[config.mk]
export PLATFORM = sky130hd
export DESIGN_NAME = sig_stable_filter
export DESIGN_NICKNAME = d
export VERILOG_FILES = /design/src/rtl/sig_path_pkg.sv /design/src/rtl/sig_stable_filter_sat_counter.sv /design/src/rtl/sig_stable_filter.sv
export SDC_FILE = /design/constraint.sdc
export NUM_CORES = 1
export LEC_CHECK = 0
export BUFFER_PORTS_ARGS = -buffer_cell sky130_fd_sc_hd__buf_2
export CAP_MARGIN = 20
export CORE_MARGIN = 2
export CORE_UTILIZATION = 56
export DETAILED_ROUTE_END_ITERATION = 6
export GPL_ROUTABILITY_DRIVEN = 0
export MAX_ROUTING_LAYER = met4
export PLACE_DENSITY = 0.81
export SYNTH_ARGS = -nofsm -noshare
export SYNTH_HDL_FRONTEND = slang
export SYNTH_SLANG_ARGS = --single-unit
export TNS_END_PERCENT = 50
[constraint.sdc]
create_clock -name clk -period 3.3 [get_ports clk]
set_input_delay 0.33 -clock clk [delete_from_list [all_inputs] [get_ports clk]]
set_output_delay 0.33 -clock clk [all_outputs]
set_load 0.01 [all_outputs]
[src/rtl/sig_path_pkg.sv]
// Shared definitions for the signal-path blocks.
// Holds the stability-filter state encoding, the default widths used along
// the delay-line path, and the width derivation for the stability counter.
package sig_path_pkg;

    typedef enum logic [1:0] {
        IDLE  = 2'd0,
        TRACK = 2'd1,
        HOLD  = 2'd2
    } state_t;

    localparam int NBITS_DEF         = 2;
    localparam int GLITCH_W_DEF      = 8;
    localparam int STABLE_CYCLES_DEF = 4;

    // Wide enough to hold every count from 0 up to and including stable_cycles.
    function automatic int cnt_width(input int stable_cycles);
        return $clog2(stable_cycles + 1);
    endfunction

endpackage

[src/rtl/sig_stable_filter_sat_counter.sv]
// sat_counter: saturating up-counter with synchronous active-low clear.
// Ports:
//   clk    - clock, posedge
//   clr_n  - synchronous clear, active low (wins over inc)
//   inc    - increment enable; ignored once the count is all-ones
//   count  - registered count value
module sat_counter #(
    parameter int W = 8
) (
    input  logic         clk,
    input  logic         clr_n,
    input  logic         inc,
    output logic [W-1:0] count
);

    always_ff @(posedge clk) begin
        if (!clr_n) begin
            count <= '0;
        end else if (inc && (count != {W{1'b1}})) begin
            count <= count + 1'b1;
        end
    end

endmodule

[src/rtl/sig_stable_filter.sv]
// sig_stable_filter: publishes a bus value only after it has been sampled
// unchanged on STABLE_CYCLES consecutive clock edges.
// Ports:
//   clk            - clock, posedge
//   rst_n          - synchronous reset, active low
//   SIG_IN         - delayed bus from the delay line (Nbits+1 wide)
//   Stable_sig_out - last qualified value
//   stable_valid   - set once any value has qualified
//   change_pulse   - one-cycle strobe on each Stable_sig_out update
//   glitch_cnt     - saturating count of candidates abandoned before qualifying
module sig_stable_filter
    import sig_path_pkg::*;
#(
    parameter int Nbits         = NBITS_DEF,
    parameter int STABLE_CYCLES = STABLE_CYCLES_DEF,
    parameter int GLITCH_W      = GLITCH_W_DEF
) (
    input  logic                clk,
    input  logic                rst_n,
    input  logic [Nbits:0]      SIG_IN,
    output logic [Nbits:0]      Stable_sig_out,
    output logic                stable_valid,
    output logic                change_pulse,
    output logic [GLITCH_W-1:0] glitch_cnt
);

    localparam int CNT_W = cnt_width(STABLE_CYCLES);
    localparam logic [CNT_W-1:0] CNT_MAX = CNT_W'(STABLE_CYCLES);

    logic [Nbits:0]   cand;
    logic [CNT_W-1:0] cnt;
    logic [CNT_W-1:0] cnt_next;
    state_t           state;

    logic match;
    logic is_new;
    logic qualify;
    logic glitch;

    always_comb begin
        match    = (SIG_IN == cand);
        cnt_next = 1;
        if (match) begin
            cnt_next = (cnt == CNT_MAX) ? CNT_MAX : cnt + 1'b1;
        end
        // Re-qualifying the value already on the output is not an update.
        is_new  = !stable_valid || (SIG_IN != Stable_sig_out);
        qualify = (cnt_next == CNT_MAX) && is_new;
        // A candidate counts as a glitch only if it was a real (different)
        // pending value that got dropped before reaching full count.
        glitch  = !match && (cnt != '0) && (cnt < CNT_MAX) &&
                  (!stable_valid || (cand != Stable_sig_out));
    end

    always_ff @(posedge clk) begin
        if (!rst_n) begin
            cand           <= '0;
            cnt            <= '0;
            Stable_sig_out <= '0;
            stable_valid   <= 1'b0;
            change_pulse   <= 1'b0;
            state          <= IDLE;
        end else begin
            cand         <= SIG_IN;
            cnt          <= cnt_next;
            change_pulse <= qualify;
            if (qualify) begin
                Stable_sig_out <= SIG_IN;
                stable_valid   <= 1'b1;
            end
            case (state)
                IDLE:  if (qualify) state <= HOLD;
                HOLD:  if (!qualify && (SIG_IN != Stable_sig_out)) state <= TRACK;
                TRACK: if (qualify || (SIG_IN == Stable_sig_out)) state <= HOLD;
                default: state <= IDLE;
            endcase
        end
    end

    sat_counter #(
        .W(GLITCH_W)
    ) u_glitch_cnt (
        .clk   (clk),
        .clr_n (rst_n),
        .inc   (glitch),
        .count (glitch_cnt)
    );

endmodule
### Word-level counts from Yosys, hierarchy flattened

Cells that the tools add are included.

* order comparisons: 1
* add/subtract/negate cells: 2
* reductions and logical operators: 10
* eq/ne operators: 6
* muxes and demuxes: 2

Operators with widths (count)
* adder 8 x 1 -> 8 bit (second input constant): 1
* != test 8 bit (second input constant): 1
* == test 3 bit (second input constant): 2
* two-way mux 3 bit: 2
* != test 3 bit: 2
* logical AND 1 bit: 5
* adder 3 x 1 -> 3 bit (second input constant): 1
* == test 3 bit: 1
* less-than comparator 3 bit (second input constant): 1
* nonzero test 3 bit: 1
* logical NOT 1 bit: 2
* logical OR 1 bit: 2

* bits in registers: 19
* output and inout bits: 13
* bits of input ports: 5
* word-level logic and storage cells: 27

### Logic depth before layout (Yosys ltp)

Gate-level depths: netlist (run 1).

* depth in word-level cells: 6
* mapped depth: 8
* gate-level depth less buffers: 7

### By module

From an unflattened synthesis (run 1), not the netlist that was laid out.

* cell total of the unflattened synthesis: 104
* area total of the unflattened synthesis: 919.6 µm²

By module, submodules not included
* sig_stable_filter: instances 1, area each 515.5 µm², cells an instance 57, sequential area each 220.2 µm²
* sat_counter: instances 1, area each 404.1 µm², cells an instance 47, sequential area each 160.2 µm²

### Least setup slack after synthesis (run 1)

No wires, ideal clock.

* path type: register to register
* start: register cnt[0]
* end: register u_glitch_cnt.count[3]
* cell stages (with the launch flop): 9
* period minus slack after synthesis: 1.600 ns
* arrival time: 1.530 ns
* path buffers: 1
* path slack: 1.700 ns
* data required time: 3.229 ns
* setup time: 0.071 ns
* path through: dfxtp_1 -> inv_1 -> ha_1 -> nor2_1 -> o21a_1 -> nand3_2 -> buf_6 -> or3_1 -> a21oi_1

* longest elaborated chain between the ends: 5
* elaborated cells on any way between the ends: 6
* classes of those cells: order compare (1); reduce/logical (5)

Ends and longest elaborated chain
* start, declared: RTL line sig_stable_filter.sv:31 `logic [CNT_W-1:0] cnt;`
* start signal, assigned: RTL line sig_stable_filter.sv:65 `cnt <= cnt_next;`
* parallel branches: the longest is 2 deep, another holds less-than comparator 3 bit
* logical AND 1 bit (*) (2 in series): RTL line sig_stable_filter.sv:51 `glitch = !match && (cnt != '0) && (cnt < CNT_MAX) &&`
* logical AND 1 bit (*): RTL line sig_stable_filter_sat_counter.sv:19 `end else if (inc && (count != {W{1'b1}})) begin`
* end signal, assigned: RTL line sig_stable_filter_sat_counter.sv:20 `count <= count + 1'b1;`
* end, declared: RTL line sig_stable_filter_sat_counter.sv:13 `output logic [W-1:0] count`

Every way passes the cells marked *.
A chain may end at the register's enable or synchronous reset.

### Worst setup path after layout (run 1)

* start: register cnt[0]
* end: register u_glitch_cnt.count[7]

Same word-level chain as after synthesis.

==> run_results.csv, run 1 <==
group,metric,value,unit
run_status,status,"completed",
global_route,grt_pass1_vias,637,
floorplanning,die-area,1920,um^2
global_route,antenna_found_initial,0,
yosys,yosys.area_share.adder,0.0423,
clock_tree,insertion_delay,300,ps
sta,finalCriticalPeriod,1880,ps
sta,rsz0062_at_grt,"no",
power_and_ir_drop,irDropWorstVdd,0.316,mV
final_layout,area_delta_synth_final,12.7,%
clock_tree,htreeDepth,1,
yosys,muxShareOfSynthArea,0,
floorplanning,fp.dieW,43.8,um
clock_tree,cts_made_buffers,3,
worst_setup_path,r2r_slack,1420,ps
clock_tree,clkSlewWorstSetupHoldPaths,100,ps
worst_setup_path,crit_type,"reg2reg",
power_and_ir_drop,power_density,404,nW/um^2
route,vias,742,
final_layout,n_fill_cell,130,
global_route,grt_use_total,0.190,
final_layout,multi_input_area,470,um^2
final_layout,fin_area,1000,um^2
yosys,syn_nets,109,
global_route,grt_pass1_wl,2570,um
sta,worstMarginPinSlew,507,ps
clock_tree,tritoncts,"built",
clock_tree,post-cts-setup-buffers,0,
clock_tree,holdBufCountCts,0,
route,viasPerCell,5.50,
clock_tree,cts_root_buf,"clkbuf_4",
worst_setup_path,path_cells,"inv_1 > ha_1 > nor2_1 > o21a_1 > nand3_2 > or4_1 > a21oi_1",
global_route,overflow,0,
yosys,syn_area_per_cell,8.80,um^2
worst_setup_path,crit_arrival,2120,ps
final_layout,layout-drive-gt1-share,0.202,
run,max_cap_viol_count,0,
final_layout,final_nets,128,
route,wl_per_cell,11.5,um
worst_setup_path,worstPathRequired,3540,ps
floorplanning,dieHeight,43.8,um
floorplanning,start_util,0.597,
sta,finalClockSkew,0.841,ps
worst_setup_path,cpLargestDelayFamily,"simple AND/OR/NAND/NOR gates",
route,drc_errors,0,
sta,finalSetupViolations,0,
route,drt_wl_total,1560,um
placed_design,post_dp_cell_area,975,um^2
yosys,syn_area,888,um^2
route,postRouteAntennaNets,0,
worst_setup_path,cp-start-kind,"register",
global_route,grt_max_degree,14,
sta,max_freq,532,MHz
placed_design,io_buffer_count,17,
worst_setup_path,cp-end-kind,"register",
sta,tns,0,ps
yosys,yosysSeqAreaShare,0.428,
worst_setup_path,worst_path_largest_cell_delay,520,ps
worst_setup_path,critPathSlowestCell,"or4_1",
clock_tree,clock-sinks,19,
worst_setup_path,crit_buf_inv,1,
sta,relSlewSlack,0.661,
hold_path,worstHoldPathType,"in2reg",
sta,drv_slew,0,
worst_setup_path,critPathMaxFanout,13,
yosys,synth-compound-area-share,0.127,
floorplanning,num_rows,14,
placed_design,dp_hpwl,1150,um
yosys,synthCells,101,
route,first_iter_violations,6,
final_layout,antenna_cells,0,
sta,finalCritPeriodShare,0.570,
route,firstDrtPassIters,4,
yosys,synth-seq-cells,19,
floorplanning,core,1490,um^2
yosys,synthXorXnorAreaFrac,0.108,
clock_tree,clk_path_buf_depth,2,
yosys,synthSimpleGateAreaFrac,0.252,
power_and_ir_drop,leakage,0.396,nW
yosys,ys_types,25,
yosys,synth_top_family_by_area,"simple AND/OR/NAND/NOR gates",
floorplanning,io_pins,18,
yosys,synth_warnings,0,
final_layout,seqCellArea,380,um^2
sta,finalHoldViolCount,0,
clock_tree,post_cts_resized,0,
worst paths after layout:
check | end | cells after the start | from
setup / recovery | u_glitch_cnt.count[7]$_SDFFE_PN0P_ | 7 | cnt[0]$_SDFF_PN0_
setup reg to reg | u_glitch_cnt.count[7]$_SDFFE_PN0P_ | 7 | cnt[0]$_SDFF_PN0_
hold reg to reg | u_glitch_cnt.count[7]$_SDFFE_PN0P_ | 2 | u_glitch_cnt.count[7]$_SDFFE_PN0P_
hold / removal | cand[2]$_SDFF_PN0_ | 2 | SIG_IN[2]
flip-flops by register name, indices dropped and copies added (netlist names):
signal and cells:
u_glitch_cnt.count 8, Stable_sig_out 3, cand 3, cnt 3, change_pulse 1, stable_valid 1
placed cells by master, fill, tap and decap left out:
cell	n
clkbuf_4	3
and2_1	2
dfxtp_1	19
a21oi_1	6
o21a_1	1
and3_1	2
nor2_1	7
nand2_1	9
inv_1	5
clkbuf_1	1
xor2_1	2
nand3_2	2
nor2b_1	1
or3_1	2
or4_1	3
a211oi_2	1
nand3_1	4
ha_1	3
xnor2_1	9
o21ai_0	8
and2_2	1
nand4_1	4
o31ai_1	3
nor3_1	2
nand3b_1	2
buf_2	17
cells in the mapped netlist:
master	instances	area share
dfxtp_1	19	0.43
nand2_1	9	0.038
xnor2_1	9	0.089
o21ai_0	8	0.045
nor2_1	7	0.030
a21oi_1	6	0.034
inv_1	5	0.021
nand3_1	4	0.023
nand4_1	4	0.028
ha_1	3	0.042
o31ai_1	3	0.025
or4_1	3	0.025
and2_1	2	0.014
and3_1	2	0.014
clkbuf_1	2	0.0085
nand3_2	2	0.023
nand3b_1	2	0.017
nor3_1	2	0.011
or3_1	2	0.014
xor2_1	2	0.020
a211oi_2	1	0.014
and2_2	1	0.0085
buf_6	1	0.013
nor2b_1	1	0.0070
o21a_1	1	0.0085
report_power, final:
group | internal, W | switching [W]
clock network | 0.0000472 | 0.0000699
logic | 0.0000187 | 0.0000256
registers | 0.000236 | 0.00000679
total | 0.000302 | 0.000102
final cells by class:
type                    count  share of cell area
multi-input cells          74               0.470
flip-flops and latches     19               0.380
repair buffers             17              0.0850
clock buffers               4              0.0263
well taps                  16              0.0200
inverters                   5              0.0188
logic make-up after synthesis:
| kind of cell | Yosys count |
|---|---|
| buffers and inverters | 8 |
| adders and majority gates | 3 |
| AOI/OAI and AO/OA | 19 |
| DFF | 19 |
| and+or+nand+nor | 41 |
| xor gates and xnor gates | 11 |
routing by layer:
layer | track usage | share of wire | up-vias
met5 | - | 0 | -
li1 | - | - | 391
met1 | 0.227 | 0.50 | 336
met2 | 0.297 | 0.44 | 10
met3 | 0.0250 | 0.028 | 5
met4 | 0.127 | 0.029 | 0
metrics by stage:
stage	cells	utilization	hold slack (ps)	total power (W)	setup slack, ps
global placement	131	0.655	483	0.000291	1520
finish	135	0.672	305	0.000404	1420
CTS	135	0.672	297	0.000410	1420
floorplan	101	-	474	0.000283	1700
global route	135	0.672	328	0.000418	1290
detailed placement	131	0.655	495	0.000293	1450
No activity file was read; power rests on OpenSTA's default activity.
==> run 2: changes to the inputs <==
CORE_UTILIZATION = 47   (was 56)
PLACE_DENSITY = 0.73   (was 0.81)
clock period = 1.7 ns   (was 3.3 ns; I/O delays follow)
==> run 2 against run 1 <==
  * Die area up 17%
  * Clock power up 91%
  * Flip-flop and latch count unchanged
  * Register-to-register slack worse by 1400 ps
  * Sequential power up 94%
  * Highest routed layer unchanged
  * Routed wire length up 13%
  * Sequential share of layout area down 3.6 points
  * Worst hold slack worse by 140 ps
  * Clock-buffer cell count unchanged
  * Largest cell class unchanged
  * Clock skew up 7.3 ps
  * Final area up 12%
  * Critical endpoint is now u_glitch_cnt.count[5]$_SDFFE_PN0P_
  * Maximum frequency up 14%
==> run_results.csv, run 2 (same netlist as run 1, synthesis figures left out) <==
group,metric,value,unit
floorplanning,io_pins,18,
power_and_ir_drop,irDropWorstVdd,0.539,mV
final_layout,top_register,"u_glitch_cnt.count",
final_layout,area_delta_synth_final,26.2,%
clock_tree,htreeDepth,1,
worst_setup_path,cp-start-kind,"register",
power_and_ir_drop,leakage,0.439,nW
worst_setup_path,crit_type,"reg2reg",
worst_setup_path,worstPathRequired,1940,ps
run,max_cap_viol_count,0,
sta,layout_setup_ws,55.0,ps
route,wl_per_cell,11.6,um
placed_design,dpl.cell_count,144,
global_route,grt_pass1_vias,683,
worst_setup_path,crit_arrival,1880,ps
floorplanning,dieHeight,47.5,um
floorplanning,start_util,0.509,
clock_tree,cts_root_buf,"clkbuf_4",
clock_tree,clkSlewWorstSetupHoldPaths,110,ps
route,drc_errors,0,
worst_setup_path,cp-startpoint,"cnt[0]$_SDFF_PN0_",
route,viasPerCell,5.10,
worst_setup_path,r2r_slack,60,ps
sta,relSlewSlack,0.731,
hold_path,worstHoldPathType,"in2reg",
global_route,grt_max_degree,12,
clock_tree,clock-sinks,19,
route,postRouteAntennaNets,0,
final_layout,antenna_cells,0,
worst_setup_path,reg2reg_from,"cnt[0]$_SDFF_PN0_",
sta,finalCritPeriodShare,0.968,
clock_tree,cts_made_buffers,3,
floorplanning,num_rows,15,
route,vias,775,
final_layout,final_cell_mix,"17 x buf_2, 15 x dfxtp_1, 9 x xnor2_1, 9 x nand2_1, 8 x o21ai_0",
sta,drv_slew,0,
floorplanning,core,1750,um^2
route,first_iter_violations,6,
global_route,grt_pass1_wl,2910,um
placed_design,pre_cts_slack,-28.9,ps
worst_setup_path,cp-end-kind,"register",
sta,tns,0,ps
final_layout,final_nets,136,
sta,finalSetupViolations,0,
sta,finalClockSkew,8.13,ps
clock_tree,tritoncts,"built",
global_route,grt_use_total,0.189,
route,firstDrtPassIters,4,
sta,finalCriticalPeriod,1640,ps
final_layout,layout-drive-gt1-share,0.354,
power_and_ir_drop,power_density,733,nW/um^2
hold_path,hold_start,"SIG_IN[2]",
clock_tree,insertion_delay,290,ps
global_route,overflow,0,
final_layout,final_common_cell,"buf_2",
global_route,antenna_found_initial,0,
placed_design,dp_hpwl,1240,um
sta,timing.hold.ws,160,ps
floorplanning,die-area,2250,um^2
floorplanning,fp.dieW,47.5,um
sta,finalHoldViolCount,0,
clock_tree,clk_path_buf_depth,2,
final_layout,largest_register_ffs,8,
sta,max_freq,608,MHz
clock_tree,holdBufCountCts,0,
run_status,status,"completed",
sta,worstMarginPinSlew,403,ps
final_layout,finalNonFillerCells,152,
route,drt_wl_total,1760,um
power_and_ir_drop,finalPower,0.000822,W
placed_design,io_buffer_count,17,
worst_setup_path,critPathMaxFanout,8,
run 2: changes by cell type in the layout (fill, tap and decap cells not counted), sizes merged:
cell and delta:
buf +8
run 2: repair_timing:
action | 4_1_cts | 5_1_grt
endpoints found under the setup margin | 3 | 4
buffers inserted | 1 | 3
pin swaps | 0 | 3
resized for setup | 4 | 12
run 2: where the power goes:
part / leakage [nW] / switching, W / internal [W] / total, W
Combinational: 0.268 / 0.0000638 / 0.0000633 / 0.000127
Clock: 0.0150 / 0.000132 / 0.0000912 / 0.000223
Sequential: 0.156 / 0.0000112 / 0.000460 / 0.000472
Total: 0.439 / 0.000207 / 0.000615 / 0.000822
run 2: metrics by stage:
stage | utilization | area, um^2
after floorplan | - | 888
after global placement | 0.582 | 1020
after detailed placement | 0.582 | 1020
after CTS | 0.609 | 1060
after global routing | 0.642 | 1120
final | 0.642 | 1120
run 2: final timing paths:
path                                                            to  depth (start not counted)
worst min register to register  u_glitch_cnt.count[1]$_SDFFE_PN0P_                          2
worst max register to register  u_glitch_cnt.count[5]$_SDFFE_PN0P_                          7
worst min-delay path                            cand[2]$_SDFF_PN0_                          2
worst max-delay path            u_glitch_cnt.count[5]$_SDFFE_PN0P_                          7
run 2: final cells by class:
cell class,count,area (um^2)
inverters,5,18.8
multi-input cells,74,510
well taps,25,31.3
clock buffers,4,26.3
repair buffers,25,149
fillers,179,624
flip-flops and latches,19,385
run 2: routing by layer:
metal,GRT usage,wire [um],vias to the layer above
met5,-,0,-
met2,0.295,843,11
met4,0.0833,24,0
li1,-,-,406
met1,0.245,837,354
met3,0.0226,55,4
run 2: critical path: stages, from the launching register on:
cell and delay, ps:
dfxtp_2 350, inv_2 50, ha_4 160, nor2_2 90, o21a_1 190, nand3_4 130
or4_1 500, a21oi_2 120
